## src/rtl/adder_sub_pkg.sv

```systemverilog
// adder_sub_pkg: shared width default and mode encodings for the registered adder/subtractor.
package adder_sub_pkg;
  localparam int DEF_WIDTH = 32;
  localparam logic MODE_ADD = 1'b0;
  localparam logic MODE_SUB = 1'b1;
endpackage

```

## src/rtl/addsub_fa.sv

```systemverilog
// addsub_fa: 1-bit full adder cell used to build the ripple chain.
module addsub_fa (
  input  logic a,
  input  logic b,
  input  logic cin,
  output logic s,
  output logic cout
);
  assign s    = a ^ b ^ cin;
  assign cout = (a & b) | (cin & (a ^ b));
endmodule

```

## src/rtl/adder_sub_32bit.sv

```systemverilog
// adder_sub_32bit: registered ripple add/sub with carry/borrow in and out.
// Define ADDSUB_OVF_EN to add the registered signed overflow output.
module adder_sub_32bit
  import adder_sub_pkg::*;
#(
  parameter int WIDTH = DEF_WIDTH
) (
  input  logic             clk,
  input  logic             rst,
  input  logic [WIDTH-1:0] a,
  input  logic [WIDTH-1:0] b,
  input  logic             c_in,
  input  logic             mode,
  output logic [WIDTH-1:0] sum_diff,
  output logic             carry_borrow
`ifdef ADDSUB_OVF_EN
  ,
  output logic             overflow
`endif
);
  logic             sub;
  logic [WIDTH-1:0] b_eff;
  logic [WIDTH-1:0] res;
  logic [WIDTH:0]   c;
  logic             cb;
  assign sub   = (mode == MODE_SUB);
  // Subtraction reuses the adder: a + ~b + ~c_in, borrow is the inverted carry-out.
  assign b_eff = sub ? ~b : b;
  assign c[0]  = sub ? ~c_in : c_in;
  genvar i;
  generate
    for (i = 0; i < WIDTH; i++) begin : g_fa
      addsub_fa u_fa (
        .a   (a[i]),
        .b   (b_eff[i]),
        .cin (c[i]),
        .s   (res[i]),
        .cout(c[i+1])
      );
    end
  endgenerate
  assign cb = sub ? ~c[WIDTH] : c[WIDTH];
  always_ff @(posedge clk or posedge rst)
    if (rst) begin
      sum_diff     <= '0;
      carry_borrow <= 1'b0;
    end else begin
      sum_diff     <= res;
      carry_borrow <= cb;
    end
`ifdef ADDSUB_OVF_EN
  logic ovf;
  assign ovf = (a[WIDTH-1] == b_eff[WIDTH-1]) && (res[WIDTH-1] != a[WIDTH-1]);
  always_ff @(posedge clk or posedge rst)
    if (rst) overflow <= 1'b0;
    else     overflow <= ovf;
`endif
endmodule

```

## config.mk

```make
export PLATFORM = sky130hd
export DESIGN_NAME = adder_sub_32bit
export DESIGN_NICKNAME = d
export VERILOG_FILES = /design/src/rtl/adder_sub_pkg.sv /design/src/rtl/addsub_fa.sv /design/src/rtl/adder_sub_32bit.sv
export SDC_FILE = /design/constraint.sdc
export NUM_CORES = 1
export LEC_CHECK = 0
export CAP_MARGIN = 20
export CORE_MARGIN = 1
export CORE_UTILIZATION = 30
export CTS_BUF_LIST = sky130_fd_sc_hd__clkbuf_8 sky130_fd_sc_hd__clkbuf_16
export CTS_CLUSTER_DIAMETER = 30
export DETAILED_ROUTE_END_ITERATION = 10
export GPL_TIMING_DRIVEN = 0
export MAX_ROUTING_LAYER = met4
export PLACE_DENSITY = 0.73
export SETUP_SLACK_MARGIN = 0.1
export SLEW_MARGIN = 10
export SYNTH_ARGS = -nofsm -noshare
export SYNTH_HDL_FRONTEND = slang
export SYNTH_SLANG_ARGS = --single-unit
```

## constraint.sdc

```tcl
create_clock -name clk -period 1.1 [get_ports clk]
set_input_delay 0.33 -clock clk [delete_from_list [all_inputs] [get_ports clk]]
set_output_delay 0.33 -clock clk [all_outputs]
set_load 0.05 [all_outputs]
```

---- After elaboration in Yosys (flattened, before gate mapping) ----
Index checks and enable logic that the tools add are counted.
operators by class
  muxes and demuxes ....................... 3
  bitwise gates (word level) .............. 163
operator list
  cell               count
  1-bit bitwise AND  64
  1-bit bitwise XOR  64
  32-bit 2-to-1 mux  1
  32-bit inverter    1
  1-bit bitwise OR   32
  1-bit 2-to-1 mux   2
  1-bit inverter     2
storage, ports and cells
  bits in registers ....................... 33
  input bits .............................. 68
  output and inout bits ................... 33
  word-level logic and storage cells ...... 168

---- Depth between registers and ports, before layout ----
Gate-level depths: netlist of run 1.
  depth in word-level cells ............... 69
  depth in mapped cells ................... 39
  gate-level depth less buffers ........... 37

---- Hierarchy ----
A second synthesis of run 1 with hierarchy kept.
unflattened totals
  cells, all modules ...................... 104
  area, all modules ....................... 1839.3 um^2
by module, submodules not included
  module           times used  cells an instance  area each (um^2)  sequential area each (um^2)
  adder_sub_32bit  1           72                 1198.6            825.8
  addsub_fa        32          1                  20.0              0.0

---- Worst setup path before layout of run 1 ----
Ideal clock, no wire load.
  path kind ............................... input to register
  start ................................... input port mode
  end ..................................... register sum_diff[31]
  setup time .............................. 0.135 ns
  data arrival time ....................... 13.422 ns
  data required time ...................... 0.965 ns
  path slack .............................. -12.458 ns
  stages on the path ...................... 38
  path buffers ............................ 2
  cells stage by stage .................... buf_6 -> buf_12 -> xnor2_1 -> fa_1 -> fa_1 -> fa_1 -> fa_1 -> fa_1 -> fa_1 -> fa_1 -> fa_1 -> fa_1 -> fa_1 -> fa_1 -> fa_1 -> fa_1 -> fa_1 -> fa_1 -> (+2 left out) -> fa_1 -> fa_1 -> fa_1 -> fa_1 -> fa_1 -> fa_1 -> fa_1 -> fa_1 -> fa_1 -> fa_1 -> fa_1 -> fa_1 -> inv_1 -> fa_1 -> inv_1 -> fa_1 -> inv_1 -> fa_1
on the way
  cells in the longest elaborated chain, start to end .. 65
  elaborated cells on any way between the ends .. 128
  those cells by class .................... mux (2); bitwise (126)
ends and longest elaborated chain
  element                 line                   RTL
  start: declaration      adder_sub_32bit.sv:13  input logic mode,
  32-bit 2-to-1 mux       adder_sub_32bit.sv:28  assign b_eff = sub ? ~b : b;
  1-bit bitwise XOR       addsub_fa.sv:10        assign cout = (a & b) | (cin & (a ^ b));
  1-bit bitwise AND       addsub_fa.sv:10
  1-bit bitwise OR        addsub_fa.sv:10
  1-bit bitwise AND       addsub_fa.sv:10
  1-bit bitwise OR        addsub_fa.sv:10
  1-bit bitwise AND       addsub_fa.sv:10
  1-bit bitwise OR        addsub_fa.sv:10
  (+50 left out)          n/a
  1-bit bitwise AND       addsub_fa.sv:10
  1-bit bitwise OR        addsub_fa.sv:10
  1-bit bitwise AND       addsub_fa.sv:10
  1-bit bitwise OR        addsub_fa.sv:10
  1-bit bitwise AND       addsub_fa.sv:10
  1-bit bitwise OR        addsub_fa.sv:10
  1-bit bitwise XOR (*)   addsub_fa.sv:9         assign s = a ^ b ^ cin;
  net g_fa[31].u_fa.s     addsub_fa.sv:6         output logic s,
  end signal: assignment  adder_sub_32bit.sv:48  sum_diff <= res;
  end: declaration        adder_sub_32bit.sv:14  output logic [WIDTH-1:0] sum_diff,
Mark *: on every way through the listed nets, which the timed path passes. The rest lies on a longest branch.

---- Final worst setup path of run 1 ----
Ends and elaborated chain as after synthesis.

==> flow_summary.json, run 1 <==
{
  "status": "finished with violations",
  "violations": "negative setup slack",
  "io_pins": 101,
  "final_cell_mix": "clkdlybuf4s50_1 (63), inv_1 (44), dfrtp_1 (33), buf_6 (33), fa_2 (32)",
  "dieArea_mm2": 0.00725,
  "htree_levels": 2,
  "timing.critical_path.mode_cell": "fa_2",
  "grt_pass1_wl_um": 7090,
  "wl_um": 4430,
  "cts_tree": "yes",
  "place.gp.congestion": 0.680,
  "cap_viol_max_count": 0,
  "hold_viol_final": 0,
  "p_leak_nw": 1.55,
  "num_antenna_cells": 0,
  "area_growth_pct": 64.7,
  "slowest_stage": "fa_2",
  "final_max_slew_viol_count": 0,
  "seq_area_frac_synth_pct": 39.8,
  "p_total_mw": 5.98,
  "startpoint": "mode",
  "rsz0062_at_grt": "true",
  "die_h_um": 85.1,
  "grt_max_degree": 34,
  "routed_via_density": 3.96,
  "clk_pin_slew_ns": 0.07,
  "end_kind": "flip-flop",
  "post-place-ws_ns": -11.80,
  "cts_buffers": 5,
  "synth.distinct_cells": 9,
  "cts-root-buf": "clkbuf_8",
  "dr.pass1.iters": 4,
  "drc_errors": 0,
  "syn_inst": 167,
  "io_buffer_count": 99,
  "avgSynthCellArea_um2": 12.4,
  "dp_hpwl_um": 3510,
  "synth_area_mm2": 0.00207,
  "start_util_pct": 31.9,
  "fillers": 581,
  "overflow": 0,
  "design.core.area_mm2": 0.00649,
  "report.final.setup_viol": 65,
  "power_density_mw_per_mm2": 1750,
  "multiInputGateArea_mm2": 0.00105,
  "drive_gt1_share_pct": 37.9,
  "grt_pass1_vias": 1546,
  "maxSlewHeadroom_pct": 72.0,
  "tightest_slew_ns": 0.419,
  "hold_class": "in -> async",
  "yosysWarnings": 0,
  "tns_ns": -188.76,
  "nNetsFinal": 376,
  "rows": 29,
  "critPathRequiredTime_ns": 1.26,
  "period_share_pct": 1110,
  "route.antenna.remaining_nets": 0,
  "max_stage_delay_ns": 0.43,
  "grt_use_total_pct": 13.7,
  "crit_type": "in -> reg",
  "fmax_ghz": 0.0819,
  "regArea_um2": 826,
  "antenna_found_initial": 0,
  "clock_sinks": 33,
  "cp_max_fo": 3,
  "syn_nets": 267,
  "initialDrtViolationCount": 8,
  "period_minus_slack_ns": 12.21,
  "worst_ep_arrival_time_ns": 12.37,
  "cts_buffer_depth": 2,
  "wl_per_cell_um": 12.5,
  "layout_setup_ws_ns": -11.11,
  "ir_drop_mv": 0.664,
  "ys_ff_latch": 33,
  "final_common_cell": "clkdlybuf4s50_1",
  "vias": 1402,
  "startpoint_type": "input pin",
  "die_w_um": 85.1
}
## sequential cells by signal, indices dropped and copies added (netlist names)
name          flops
sum_diff         32
carry_borrow      1
## stage by stage
step                utilization (%)  hold slack (ns)  instances  area [µm²]
floorplan                         -            0.265        167        2180
global placement               50.4            0.720        343        3270
detailed placement             50.4            0.723        343        3270
CTS                            52.5            0.542        353        3410
global route                   52.6            0.529        354        3410
finish                         52.6            0.513        354        3410
## area by class of cell
type | instances | share of cell area, %
Buffer | 4 | 2.05
Sequential cell | 33 | 24.2
Clock buffer | 5 | 2.02
Timing Repair inverter | 1 | 0.220
Clock inverter | 3 | 0.403
Inverter | 64 | 7.15
Multi-Input combinational cell | 66 | 30.8
Timing Repair Buffer | 101 | 30.3
Tap cell | 77 | 2.82
## power breakdown
group | internal, mW | switching (mW)
logic | 1.35 | 2.02
registers | 1.58 | 0.168
clock network | 0.429 | 0.442
total | 3.36 | 2.63
## final timing paths
path                                end  slack (ns)  depth (start not counted)
min                        sum_diff[24]        0.51                          2
max in group asynchronous  sum_diff[14]        0.31                          2
max                        sum_diff[31]      -11.11                         38
min in group clk            sum_diff[0]        0.53                          4
## critical path, delay by kind of cell
kind	cells	cell delay, ns
adders and majority gates	32	11.50
xor gates and xnor gates	1	0.12
buffers and inverters	5	0.40
## Yosys cell counts
cell	instances	share of area [%]
buf_12	1	0.97
buf_6	1	0.54
buf_8	2	1.4
dfrtp_1	33	40
fa_1	32	31
inv_1	64	12
xnor2_1	31	13
xor2_1	2	0.85
xor2_2	1	0.78
## metal layers
layer,vias to the layer above,wire length (µm),GRT usage [%]
met5,-,0,-
met4,0,51,4.16
met3,6,258,3.89
met2,65,2310,24.2
met1,677,1820,15.0
li1,654,-,-
## kinds of logic (layout without fill, tap and decap cells)
logic type,count (synthesis),in the layout,synth area share (%)
flip-flops,33,33,39.8
XOR/XNOR,34,34,14.7
buffers and inverters,68,178,14.5
adder cells (fa/ha/maj),32,32,30.9
## what timing repair did
action                     4_1_cts  5_1_grt
pin swaps                        2        1
gates resized for setup        240       18
buffers inserted                 2        0
setup endpoints to repair       66       99
cloned                           0        1
hold buffers                     0        0
No activity file was read; power rests on OpenSTA's default activity.
==> run 2, diff against run 1 <==
Settings changed: CAP_MARGIN 20 to 10, PLACE_DENSITY 0.73 to default.
Clock period 1.1 ns to 10.8 ns, I/O delays scaled along.
==> flow_summary.json, run 2 (synthesis results as in run 1) <==
{
  "crit_type": "in -> reg",
  "die_w_um": 85.1,
  "critPathRequiredTime_ns": 10.96,
  "fin_cells": 353,
  "worst_ep_arrival_time_ns": 15.24,
  "largest_register_ffs": 32,
  "layout_setup_ws_ns": -4.28,
  "grt_use_total_pct": 13.2,
  "top_regs": "sum_diff x32, carry_borrow x1",
  "place.gp.congestion": 0.700,
  "clk_pin_slew_ns": 0.07,
  "io_buffer_count": 99,
  "timing.critical_path.mode_cell": "fa_2",
  "rsz0062_at_grt": "true",
  "dp_hpwl_um": 3380,
  "design.core.area_mm2": 0.00649,
  "fmax_ghz": 0.0663,
  "cts-root-buf": "clkbuf_8",
  "cap_viol_max_count": 0,
  "ir_drop_mv": 0.0561,
  "fillers": 601,
  "grt_pass1_vias": 1487,
  "maxSlewHeadroom_pct": 54.4,
  "drc_errors": 0,
  "num_antenna_cells": 0,
  "routed_via_density": 3.88,
  "drive_gt1_share_pct": 19.9,
  "antenna_found_initial": 0,
  "cts_buffer_depth": 2,
  "status": "finished with violations",
  "grt_max_degree": 34,
  "cts_tree": "yes",
  "wl_um": 4080,
  "start_util_pct": 31.9,
  "route.antenna.remaining_nets": 0,
  "grt_pass1_wl_um": 6850,
  "final_common_cell": "clkdlybuf4s50_1",
  "power_density_mw_per_mm2": 173,
  "hold_viol_final": 0,
  "top_register": "sum_diff",
  "final_max_slew_viol_count": 0,
  "dr.pass1.iters": 3,
  "vias": 1368,
  "violations": "negative setup slack",
  "rows": 29,
  "max_stage_delay_ns": 0.42,
  "end_kind": "flip-flop",
  "tns_ns": -32.33,
  "overflow": 0,
  "initialDrtViolationCount": 18,
  "tightest_slew_ns": 0.683,
  "dp.cells": 343,
  "hold_slack_ns": 3.39,
  "cts_buffers": 5,
  "startpoint_type": "input pin",
  "postCtsHoldBufs": 0,
  "nNetsFinal": 375,
  "report.final.setup_viol": 13,
  "period_minus_slack_ns": 15.08,
  "cp_max_fo": 3,
  "die_h_um": 85.1,
  "hold_class": "in -> async",
  "period_share_pct": 140,
  "slowest_stage": "fa_2",
  "clock_sinks": 33,
  "p_leak_nw": 1.49,
  "wl_per_cell_um": 11.6,
  "p_total_uw": 580,
  "dieArea_mm2": 0.00725,
  "final_cell_mix": "clkdlybuf4s50_1 (96), inv_1 (58), dfrtp_1 (33)",
  "area_growth_pct": 61.9,
  "io_pins": 101,
  "htree_levels": 2
}
## run 2: cell types whose count changed in the layout (fill, tap and decap cells not counted)
cell / delta
clkdlybuf4s50_1: +33
clkbuf_2: -1
xnor2_1: +1
clkinv_2: -2
buf_6: -33
clkinvlp_4: -2
clkdlybuf4s15_1: +1
inv_1: +14
inv_2: -11
xnor2_2: -1
## run 2: cell type report
class	instances	area, µm²	share of cell area [%]
multi-input combinational	66	1040	31.1
timing repair buffer	101	1000	29.8
sequential	33	826	24.6
inverter	64	240	7.16
tap	77	96.3	2.87
buffer	4	70.1	2.09
clock buffer	5	68.8	2.05
clock inverter	3	11.3	0.335
## run 2: what timing repair did
action	in CTS	in global routing
endpoints found under the setup margin	14	14
gates cloned	0	0
resized for setup	8	4
setup buffers	2	0
pin swaps	2	0
## run 2: per-stage QoR
stage | utilization [%] | cell area, µm² | setup slack [ns]
final | 51.7 | 3360 | -4.28
after global routing | 51.7 | 3360 | -4.61
after CTS | 51.7 | 3360 | -4.34
after detailed placement | 50.3 | 3270 | -4.94
after global placement | 50.3 | 3270 | -4.90
after floorplan | - | 2180 | -4.34
## run 2: critical path: cells and delay by family
| family | cells | cell delay [ns] |
|---|---|---|
| xor gates and xnor gates | 1 | 0.12 |
| buffers and inverters | 5 | 0.40 |
| adders and majority gates | 32 | 11.45 |
## run 2: final timing paths
kind / from / endpoint / slack, ns / cells after the start
max in group asynchronous: rst / sum_diff[16] / 6.97 / 2
setup / recovery: mode / sum_diff[31] / -4.28 / 38
hold / removal: rst / sum_diff[30] / 3.39 / 2
min in group clk: mode / carry_borrow / 3.47 / 4
## run 2: report_power, final
part           internal, mW  total (mW)  switching (mW)
sequential            0.160       0.169         0.00880
clock                0.0429      0.0859          0.0430
combinational         0.123       0.325           0.201
total                 0.326       0.580           0.253
## run 2: per-layer routing
metal / global-route usage (%) / wire length [µm] / vias to the layer above / share of wire, %
li1: - / - / 651 / -
met1: 15.2 / 1550 / 662 / 38
met2: 22.5 / 2260 / 51 / 55
met3: 3.02 / 208 / 4 / 5.1
met4: 4.62 / 60 / 0 / 1.5
met5: - / 0 / - / 0
==> variant: new RTL, config.mk and constraints of run 1 <==
The package constant `DEF_WIDTH` goes from 32 to 16.
--- a/src/rtl/adder_sub_pkg.sv
+++ b/src/rtl/adder_sub_pkg.sv
@@ -1,6 +1,6 @@
 // adder_sub_pkg: shared width default and mode encodings for the registered adder/subtractor.
 package adder_sub_pkg;
-  localparam int DEF_WIDTH = 32;
+  localparam int DEF_WIDTH = 16;
   localparam logic MODE_ADD = 1'b0;
   localparam logic MODE_SUB = 1'b1;
 endpackage
Interface: changed (resized a, b and sum_diff); port bits go from 101 to 53. The function was not compared with the original's and may differ.
==> variant against run 1 <==
  * Final cell count is 46% lower
  * Total power fell by 49%
  * Sequential cell count decreased by 16
  * Combinational power down 49%
  * Setup slack improved by 6.0 ns
  * The flow still finishes with violations (setup timing)
  * Synthesized area fell by 49%
  * Routed wire length is 53% lower
  * Design area down 47%
  * Non-clock buffer count decreased by 48
  * First-iteration DRC count is 25% higher
==> variant: results (changes against run 1) <==
[timing]
setup_violations = 26  ; was 65
slew_violations = 0  ; unchanged
timing.hold.ws_ns = 0.419  ; was 0.513 ns
max_slew_margin = 0.755  ; was 0.720
fin_ws_ns = -5.10  ; was -11.11 ns

[run_status]
violations = setup timing  ; unchanged
status = finished with violations  ; unchanged

[power]
p_leak_nw = 0.809  ; was 1.55 nW
ir_drop_v = 0.000494  ; was 0.000664 V

[cts]
cts_buffers = 3  ; was 5
clockRootBuffer = clkbuf_8  ; unchanged
cts-htree-levels = 1  ; was 2
cts_buffer_depth = 2  ; unchanged
path_clk_slew_ns = 0.06

[place]
dp_hpwl_um = 1770  ; was 3510 um
routabilityCongestion = 0.615  ; was 0.680
io_buffers = 51  ; was 99
place_area_um2 = 1690  ; was 3270 um^2
place_ws_ns = -5.62  ; was -11.80 ns

[route]
wl_per_cell_um = 11.0  ; was 12.5 um
drtIter0Drc = 10  ; was 8
num_vias = 719  ; was 1,402
drtPass1Iterations = 3  ; was 4

[yosys]
synth_common_cells = inv_1 (32), dfrtp_1 (17), fa_1 (16)  ; was inv_1 (64), dfrtp_1 (33), fa_1 (32)
synth.distinct_cells = 8  ; was 9
async_flop_share = 1.00  ; unchanged
synth.area.top_cells = dfrtp_1 (40%), fa_1 (30%), xnor2_1 (12%), inv_1 (11%), buf_12 (1.9%)  ; was dfrtp_1 (40%), fa_1 (31%), xnor2_1 (13%), inv_1 (12%), buf_8 (1.4%)
syn-num-nets = 137  ; was 267
seq_area_frac_synth = 0.400  ; was 0.398
ys_warn_count = 0  ; unchanged

[min_path]
hold_path_class = in -> async  ; unchanged

[grt]
antenna_found_initial = 0  ; unchanged
grt_pass1_wl_um = 3330  ; was 7090 um
track_usage = 0.132  ; was 0.137
grt_pass1_vias = 799  ; was 1,546
grt_max_degree = 18  ; was 34

[worst_setup_path]
cp_top_family = adder cells  ; unchanged
slowest_stage = fa_2  ; unchanged
worstPathMaxFanout = 4  ; was 3
crit_path_max_incr_delay_ns = 0.41  ; was 0.43 ns
cp.arrival_ns = 6.32  ; was 12.37 ns

[cells_and_area]
nets = 197  ; was 376
layout-drive-gt1-share = 0.451  ; was 0.379
num_antenna_cells = 0  ; unchanged
top_regs = sum_diff (16), carry_borrow (1)  ; was sum_diff (32), carry_borrow (1)

==> variant: cell count changes after synthesis <==
cell	before	now
buf_8	2	0
dfrtp_1	33	17
fa_1	32	16
inv_1	64	32
xnor2_1	31	15
==> variant: kinds of logic (layout without fill, tap and decap cells) <==
group	count (synthesis)	in the layout	share of synthesized area
buffers and inverters	34	93	0.143
XOR/XNOR	18	18	0.155
flip-flops	17	17	0.400
adder cells (fa/ha/maj)	16	16	0.302
==> variant: layout make-up <==
class | count | area, um^2
fillers | 337 | 1560
flip-flops and latches | 17 | 425
well taps | 46 | 57.6
plain buffers | 2 | 40.0
repair buffers | 55 | 557
inverters | 32 | 124
clock buffers | 3 | 41.3
multi-input cells | 34 | 552
clock inverters | 1 | 3.75
==> variant: stage by stage <==
step           std cells  TNS [ns]
2_1_floorplan         85    -49.90
3_3_place_gp         182    -61.58
3_5_place_dp         182    -62.98
4_1_cts              190    -47.14
5_1_grt              190    -48.34
6_report             190    -46.68
==> variant: per-layer routing <==
layer  track usage  vias to the layer above  part of all wire
li1              -                      337                 -
met5             -                        -                 0
met4        0.0476                        0            0.0038
met1         0.133                      348              0.36
met2         0.247                       32              0.56
met3        0.0294                        2             0.076
==> variant: how the worst max path moves through the flow <==
stage	start	to	slack (ns)	depth (start not counted)
floorplan	mode	sum_diff[15]	-5.21	22
global placement	b[0]	sum_diff[15]	-5.56	21
detailed placement	b[0]	sum_diff[15]	-5.62	21
CTS	mode	sum_diff[15]	-5.13	22
global route	mode	sum_diff[15]	-5.24	22
finish	mode	sum_diff[15]	-5.10	22
==> variant: timing repair <==
action / 4_1_cts / 5_1_grt
hold buffers: 0 / 0
gates resized for setup: 133 / 12
setup endpoints to repair: 34 / 51
hold endpoints to repair: 0 / 0
buffers inserted: 4 / 0
pin swaps: 1 / 1
==> variant: report_power, final <==
part / switching, mW / internal, mW / leakage (nW) / total [mW]
Clock: 0.196 / 0.247 / 0.0269 / 0.443
Combinational: 1.03 / 0.703 / 0.584 / 1.73
Sequential: 0.0891 / 0.810 / 0.198 / 0.899
Total: 1.31 / 1.76 / 0.809 / 3.07
